[config.mk]
export PLATFORM = sky130hd
export DESIGN_NAME = pwm_duty_ctrl_flat
export DESIGN_NICKNAME = d
export VERILOG_FILES = /design/src/rtl/pwm_duty_ctrl_pkg.sv /design/src/rtl/pwm_duty_ctrl_if.sv /design/src/rtl/pwm_duty_ctrl_debounce.sv /design/src/rtl/pwm_duty_ctrl.sv /design/src/flat_wrapper.sv
export SDC_FILE = /design/constraint.sdc
export NUM_CORES = 1
export LEC_CHECK = 0
export CAP_MARGIN = 5
export CORE_MARGIN = 4
export CORE_UTILIZATION = 45
export DETAILED_ROUTE_END_ITERATION = 10
export MAX_ROUTING_LAYER = met4
export PLACE_DENSITY = 0.65
export SYNTH_ARGS = -nofsm -noshare
export SYNTH_HDL_FRONTEND = slang
export SYNTH_SLANG_ARGS = --single-unit
export TNS_END_PERCENT = 5
[constraint.sdc]
create_clock -name clk -period 4.29 [get_ports clk]
set_clock_uncertainty 0.1 [all_clocks]
set_input_delay 0.858 -clock clk [delete_from_list [all_inputs] [get_ports clk]]
set_output_delay 0.858 -clock clk [all_outputs]
set_load 0.005 [all_outputs]
[src/rtl/pwm_duty_ctrl_pkg.sv]
// Shared types and default duty limits for the PWM duty-step controller.
package pwm_ctrl_pkg;

    typedef enum logic [1:0] {IDLE, PULSE, GAP} state_t;
    typedef enum logic [1:0] {REQ_NONE, REQ_INC, REQ_DEC} req_t;

    localparam int DUTY_MIN_DEF = 1;
    localparam int DUTY_MAX_DEF = 9;
    localparam int DUTY_RST_DEF = 5;

    typedef logic [3:0] duty_t;

endpackage

[src/rtl/pwm_duty_ctrl_if.sv]
// Button/mode inputs and step-command outputs of the duty controller.
interface pwm_duty_ctrl_if;

    logic                 btn_up;
    logic                 btn_dn;
    logic                 mode_ramp;
    logic                 inc_pulse;
    logic                 dec_pulse;
    pwm_ctrl_pkg::duty_t  duty_level;
    logic                 busy;

    modport master (
        output btn_up, btn_dn, mode_ramp,
        input  inc_pulse, dec_pulse, duty_level, busy
    );

    modport slave (
        input  btn_up, btn_dn, mode_ramp,
        output inc_pulse, dec_pulse, duty_level, busy
    );

endinterface

[src/rtl/pwm_duty_ctrl_debounce.sv]
// Two-flop synchroniser, counting debouncer and one-cycle rising-edge detect.
module pwm_btn_debounce #(
    parameter int DEB_CYCLES = 16
) (
    input  logic clk,
    input  logic rst_n,
    input  logic btn,
    output logic rise
);

    localparam int CW = (DEB_CYCLES > 1) ? $clog2(DEB_CYCLES) : 1;

    logic [1:0]    sync;
    logic [CW-1:0] cnt;
    logic          level;
    logic          level_q;

    always_ff @(posedge clk or negedge rst_n) begin
        if (!rst_n) begin
            sync    <= '0;
            cnt     <= '0;
            level   <= 1'b0;
            level_q <= 1'b0;
        end else begin
            sync    <= {sync[0], btn};
            level_q <= level;
            if (sync[1] == level) begin
                cnt <= '0;
            end else if (cnt == CW'(DEB_CYCLES - 1)) begin
                level <= ~level;
                cnt   <= '0;
            end else begin
                cnt <= cnt + CW'(1);
            end
        end
    end

    assign rise = level & ~level_q;

endmodule

[src/rtl/pwm_duty_ctrl.sv]
// Turns debounced button presses (or ramp ticks) into spaced, range-limited step pulses.
// Optional auto-ramp mode is built only when PWM_DUTY_CTRL_RAMP_EN is defined.
module pwm_duty_ctrl
    import pwm_ctrl_pkg::*;
#(
    parameter int DEB_CYCLES = 16,
    parameter int GAP_CYCLES = 4,
    parameter int DUTY_MIN   = DUTY_MIN_DEF,
    parameter int DUTY_MAX   = DUTY_MAX_DEF,
    parameter int DUTY_RST   = DUTY_RST_DEF,
    parameter int RAMP_DIV   = 1000
) (
    input logic            clk,
    input logic            rst_n,
    pwm_duty_ctrl_if.slave bus
);

    localparam int    GW    = (GAP_CYCLES > 1) ? $clog2(GAP_CYCLES) : 1;
    localparam duty_t D_MIN = duty_t'(DUTY_MIN);
    localparam duty_t D_MAX = duty_t'(DUTY_MAX);
    localparam duty_t D_RST = duty_t'(DUTY_RST);

    logic    up_edge, dn_edge;
    logic    mode_chg, decide;
    req_t    req_man, req, pend, pend_eff, pend_nxt, svc;
    state_t  state;
    logic [GW-1:0] gap_cnt;
    duty_t   duty;
    logic    inc_q, dec_q, busy_q;

    pwm_btn_debounce #(.DEB_CYCLES(DEB_CYCLES)) u_deb_up (
        .clk(clk), .rst_n(rst_n), .btn(bus.btn_up), .rise(up_edge)
    );
    pwm_btn_debounce #(.DEB_CYCLES(DEB_CYCLES)) u_deb_dn (
        .clk(clk), .rst_n(rst_n), .btn(bus.btn_dn), .rise(dn_edge)
    );

    always_comb begin
        req_man = REQ_NONE;
        if (up_edge && !dn_edge)      req_man = REQ_INC;
        else if (dn_edge && !up_edge) req_man = REQ_DEC;
    end

`ifdef PWM_DUTY_CTRL_RAMP_EN
    localparam int RW = (RAMP_DIV > 1) ? $clog2(RAMP_DIV) : 1;

    logic [RW-1:0] ramp_cnt;
    logic          mode_q, dir_dn, dir_dn_eff, tick;

    assign mode_chg = (bus.mode_ramp != mode_q);
    assign tick     = bus.mode_ramp && !mode_chg && (ramp_cnt == RW'(RAMP_DIV - 1));

    // Direction turns at the limits before the tick's request forms, so the sweep never stalls.
    always_comb begin
        dir_dn_eff = dir_dn;
        if (duty == D_MAX)      dir_dn_eff = 1'b1;
        else if (duty == D_MIN) dir_dn_eff = 1'b0;
    end

    always_comb begin
        req = req_man;
        if (bus.mode_ramp) req = tick ? (dir_dn_eff ? REQ_DEC : REQ_INC) : REQ_NONE;
    end

    always_ff @(posedge clk or negedge rst_n) begin
        if (!rst_n) begin
            mode_q   <= 1'b0;
            ramp_cnt <= '0;
            dir_dn   <= 1'b0;
        end else begin
            mode_q <= bus.mode_ramp;
            if (mode_chg || ramp_cnt == RW'(RAMP_DIV - 1)) ramp_cnt <= '0;
            else                                          ramp_cnt <= ramp_cnt + RW'(1);
            if (tick) dir_dn <= dir_dn_eff;
        end
    end
`else
    logic unused_mode;
    assign unused_mode = bus.mode_ramp;
    assign mode_chg    = 1'b0;
    assign req         = req_man;
`endif

    function automatic logic step_ok(req_t r, duty_t d);
        return (r == REQ_INC && d < D_MAX) || (r == REQ_DEC && d > D_MIN);
    endfunction

    assign pend_eff = mode_chg ? REQ_NONE : pend;
    assign svc      = (pend_eff != REQ_NONE) ? pend_eff : req;
    // The last GAP cycle decides like IDLE so a buffered step issues GAP_CYCLES+1 after the previous one.
    assign decide   = (state == IDLE) || (state == GAP && gap_cnt == GW'(GAP_CYCLES - 1));

    always_comb begin
        pend_nxt = pend_eff;
        if (req != REQ_NONE) begin
            if (pend_eff == REQ_NONE)  pend_nxt = req;
            else if (req != pend_eff)  pend_nxt = REQ_NONE;
        end
    end

    always_ff @(posedge clk or negedge rst_n) begin
        if (!rst_n) begin
            state   <= IDLE;
            pend    <= REQ_NONE;
            gap_cnt <= '0;
            duty    <= D_RST;
            inc_q   <= 1'b0;
            dec_q   <= 1'b0;
            busy_q  <= 1'b0;
        end else begin
            inc_q <= 1'b0;
            dec_q <= 1'b0;
            if (decide) begin
                pend <= REQ_NONE;
                if (step_ok(svc, duty)) begin
                    state  <= PULSE;
                    busy_q <= 1'b1;
                    inc_q  <= (svc == REQ_INC);
                    dec_q  <= (svc == REQ_DEC);
                end else begin
                    state  <= IDLE;
                    busy_q <= 1'b0;
                end
            end else begin
                pend <= pend_nxt;
                if (state == PULSE) begin
                    state   <= GAP;
                    gap_cnt <= '0;
                    duty    <= inc_q ? duty + duty_t'(1) : duty - duty_t'(1);
                end else begin
                    gap_cnt <= gap_cnt + GW'(1);
                end
            end
        end
    end

    assign bus.inc_pulse  = inc_q;
    assign bus.dec_pulse  = dec_q;
    assign bus.busy       = busy_q;
    assign bus.duty_level = duty;

endmodule

[src/flat_wrapper.sv]
// flat-port wrapper written by rule: the top's interface ports become plain ports
module pwm_duty_ctrl_flat import pwm_ctrl_pkg::*;
#(
    parameter int DEB_CYCLES = 16,
    parameter int GAP_CYCLES = 4,
    parameter int DUTY_MIN   = DUTY_MIN_DEF,
    parameter int DUTY_MAX   = DUTY_MAX_DEF,
    parameter int DUTY_RST   = DUTY_RST_DEF,
    parameter int RAMP_DIV   = 1000
)
  (clk, rst_n, bus_btn_up, bus_btn_dn, bus_mode_ramp, bus_inc_pulse, bus_dec_pulse, bus_duty_level, bus_busy);
  pwm_duty_ctrl_if bus_i ();
  input logic clk;
  input logic rst_n;
  input wire logic [$bits(bus_i.btn_up)-1:0] bus_btn_up;
  input wire logic [$bits(bus_i.btn_dn)-1:0] bus_btn_dn;
  input wire logic [$bits(bus_i.mode_ramp)-1:0] bus_mode_ramp;
  output wire logic [$bits(bus_i.inc_pulse)-1:0] bus_inc_pulse;
  output wire logic [$bits(bus_i.dec_pulse)-1:0] bus_dec_pulse;
  output wire logic [$bits(bus_i.duty_level)-1:0] bus_duty_level;
  output wire logic [$bits(bus_i.busy)-1:0] bus_busy;
  assign bus_i.btn_up = bus_btn_up;
  assign bus_i.btn_dn = bus_btn_dn;
  assign bus_i.mode_ramp = bus_mode_ramp;
  assign bus_inc_pulse = bus_i.inc_pulse;
  assign bus_dec_pulse = bus_i.dec_pulse;
  assign bus_duty_level = bus_i.duty_level;
  assign bus_busy = bus_i.busy;
  pwm_duty_ctrl #(.DEB_CYCLES(DEB_CYCLES), .GAP_CYCLES(GAP_CYCLES), .DUTY_MIN(DUTY_MIN), .DUTY_MAX(DUTY_MAX), .DUTY_RST(DUTY_RST), .RAMP_DIV(RAMP_DIV)) u_core (.clk(clk), .rst_n(rst_n), .bus(bus_i));
endmodule
==> flow_metrics.env <==
export IMPL_critPathKind="register to output pin"
export IMPL_worst_hold_path_type="register to register"
export IMPL_worst_setup_path_start_kind="register"
export IMPL_cp_depth=1
export IMPL_layout_common_cells="dfrtp_1, clkdlybuf4s50_1, inv_1, ha_1"
export IMPL_ys_types=32
export IMPL_ff2ff_setup_slack_ps=2530
export IMPL_clk_pin_slew_ps=90
export IMPL_synthToLayoutAreaGrowth_pct=15.9
export IMPL_final_common_cell="dfrtp_1"
export IMPL_design_power_total_mw=0.495
export IMPL_crit_start="u_core.bus.duty_level[0]"
export IMPL_layout_nets=144
export IMPL_cp_required_ps=3330
export IMPL_grt_max_degree=30
export IMPL_globalplace_congestion=0.815
export IMPL_yosys_area_share_xor_xnor_pct=5.42
export IMPL_synth_top_family_by_area="simple AND/OR/NAND/NOR gates"
export IMPL_seqCellArea_um2=728
export IMPL_antenna_left=0
export IMPL_clk_latency_ps=320
export IMPL_ys_warn_count=0
export IMPL_synth_compound_area_share_pct=11.5
export IMPL_crit_family="flip-flops"
export IMPL_p_leak_nw=0.737
export IMPL_hold_viol=0
export IMPL_vias_per_cell=5.22
export IMPL_initial_utilization_pct=46.9
export IMPL_rows=19
export IMPL_syn_inst=112
export IMPL_r2r_end="u_core.state[0]"
export IMPL_cts_tree="built"
export IMPL_hold_buffers=0
export IMPL_vdd_drop_max_uv=279
export IMPL_r2r_start="u_core.bus.duty_level[0]"
export IMPL_core_mm2=0.00276
export IMPL_post_cts_buffers=0
export IMPL_drv_cap=0
export IMPL_cts_buffers=5
export IMPL_dieArea_mm2=0.00380
export IMPL_num_fill_cells=244
export IMPL_antenna_found_initial=0
export IMPL_wl_per_cell_um=12.1
export IMPL_worstPathArrival_ps=1450
export IMPL_grt_first_pass_wirelength_um=3260
export IMPL_multi_input_area_um2=524
export IMPL_ios=12
export IMPL_maxSlewHeadroom_pct=74.9
export IMPL_routed_via_count=845
export IMPL_cp_max_fo=7
export IMPL_synthAdderAreaFrac_pct=8.70
export IMPL_min_path_cells=0
export IMPL_crit_buf_inv=1
export IMPL_h_tree_depth=2
export IMPL_port_buffer_count=10
export IMPL_cp_cell_sequence="clkdlybuf4s50_1"
export IMPL_syn_nets=126
export IMPL_yosys_register_bits=29
export IMPL_dr_pass1_iters=4
export IMPL_slowest_stage="dfstp_2"
export IMPL_synth_simple_gate_area_share_pct=12.4
export IMPL_grt_usage_pct=12.6
export IMPL_dp_hpwl_um=1440
export IMPL_timing_critical_path_slowest_cell_delay_ps=610
export IMPL_synth_seq_area_share_pct=56.3
export IMPL_r2r_cells=6
export IMPL_layout_min_cycle_time_ps=2400
export IMPL_rsz0062_at_grt="no"
export IMPL_cts_resized_gates=0
export IMPL_p_per_area_mw_per_mm2=330
export IMPL_avgSynthCellArea_um2=11.6
export IMPL_layout_drive_gt1_share_pct=12.2
export IMPL_cts_root_buffer="clkbuf_4"
export IMPL_overflow=0
export IMPL_clock_path_buffers=2
export IMPL_worstSetupEndpointType="output pin"
export IMPL_worst_slew_pin_slew_ps=374
export IMPL_diodes=0
export IMPL_cp_endpoint="bus_duty_level[0]"
export IMPL_cts_sinks=29
export IMPL_setup_tns_ps=0
export IMPL_fmax_mhz=416
export IMPL_die_x_um=61.6
export IMPL_synthMuxAreaShare_pct=2.51
export IMPL_post_route_period_util_pct=56.1
export IMPL_drc=0
export IMPL_drt_initial_drc_count=19
export IMPL_grt_pass1_vias=792
export IMPL_routed_wl_um=1960
export IMPL_synth_area_mm2=0.00129
export IMPL_status="finished clean"
export IMPL_setup_viol=0
export IMPL_slew_viol_final=0
export IMPL_die_h_um=61.6
## sequential cells by signal (all words and copies together), names as in the netlist
name and count:
u_core.bus.duty_level 4, u_core.u_deb_dn.cnt 4, u_core.u_deb_up.cnt 4, u_core.gap_cnt 2, u_core.pend 2, u_core.state 2, u_core.u_deb_dn.sync 2, u_core.u_deb_up.sync 2
u_core.bus.busy 1, u_core.bus.dec_pulse 1, u_core.bus.inc_pulse 1, u_core.u_deb_dn.level 1, u_core.u_deb_dn.level_q 1, u_core.u_deb_up.level 1, u_core.u_deb_up.level_q 1
## worst min-delay path by stage
stage | startpoint | to
finish | u_core.u_deb_dn.sync[0] | u_core.u_deb_dn.sync[1]
detailed placement | u_core.u_deb_dn.sync[0] | u_core.u_deb_dn.sync[1]
floorplan | u_core.u_deb_dn.sync[0] | u_core.u_deb_dn.sync[1]
global route | u_core.u_deb_dn.sync[0] | u_core.u_deb_dn.sync[1]
global placement | u_core.u_deb_up.sync[0] | u_core.u_deb_up.sync[1]
CTS | u_core.u_deb_dn.sync[0] | u_core.u_deb_dn.sync[1]
## kinds of logic after synthesis
| group | count (synthesis) |
|---|---|
| muxes | 3 |
| AOI/OAI and AO/OA | 22 |
| adders and majority gates | 9 |
| buffers and inverters | 11 |
| xor gates and xnor gates | 8 |
| DFF | 29 |
| and+or+nand+nor | 30 |
## power breakdown
group	switching, mW	internal, mW	total [mW]
Sequential	0.00935	0.284	0.294
Combinational	0.0156	0.0153	0.0309
Clock	0.0895	0.0808	0.170
Total	0.114	0.380	0.495
## stage by stage
step | instance area, um^2 | worst slack, ps | hold slack (ps) | std cells | util [%]
2_1_floorplan | 1290 | 2610 | 231 | 112 | -
3_3_place_gp | 1440 | 2240 | 240 | 154 | 52.2
3_5_place_dp | 1440 | 2230 | 252 | 154 | 52.2
4_1_cts | 1500 | 1870 | 274 | 162 | 54.4
5_1_grt | 1500 | 1830 | 269 | 162 | 54.4
6_report | 1500 | 1890 | 270 | 162 | 54.4
## cell usage after synthesis
cell	n	area share (%)
dfrtp_1	27	52
ha_1	9	8.7
inv_1	9	2.6
a21oi_1	6	2.3
nand2_1	6	1.7
nor2_1	6	1.7
o21ai_0	6	2.3
nand3_1	5	1.9
xnor2_1	5	3.4
nand2b_1	4	1.9
xor2_1	3	2.0
a311oi_1	2	1.4
dfstp_2	2	4.1
inv_2	2	0.58
mux2_2	2	1.7
nor2b_1	2	0.97
a211oi_1	1	0.58
a21o_1	1	0.58
a21oi_4	1	1.3
a2bb2oi_1	1	0.68
a31o_2	1	0.68
a31oi_1	1	0.48
a32oi_1	1	0.68
and3_1	1	0.48
mux2i_1	1	0.77
nand4_1	1	0.48
nand4b_1	1	0.68
nor3_1	1	0.39
nor3b_1	1	0.58
o21bai_1	1	0.58
or4_1	1	0.58
or4_4	1	0.87
## cell type report
cell class,count,share of cell area (%)
flip-flops and latches,29,48.6
multi-input cells,72,35.0
repair buffers,11,7.18
clock buffers,8,3.92
inverters,11,2.75
well taps,31,2.59
## per-layer routing
metal | vias to the layer above | share of wire (%) | global-route usage, %
met5 | - | 0 | -
met1 | 394 | 46 | 14.3
li1 | 426 | - | -
met4 | 0 | 2.4 | 8.18
met3 | 7 | 5.2 | 4.40
met2 | 18 | 46 | 18.8
Note: power is estimated with default switching activity, not from simulation.
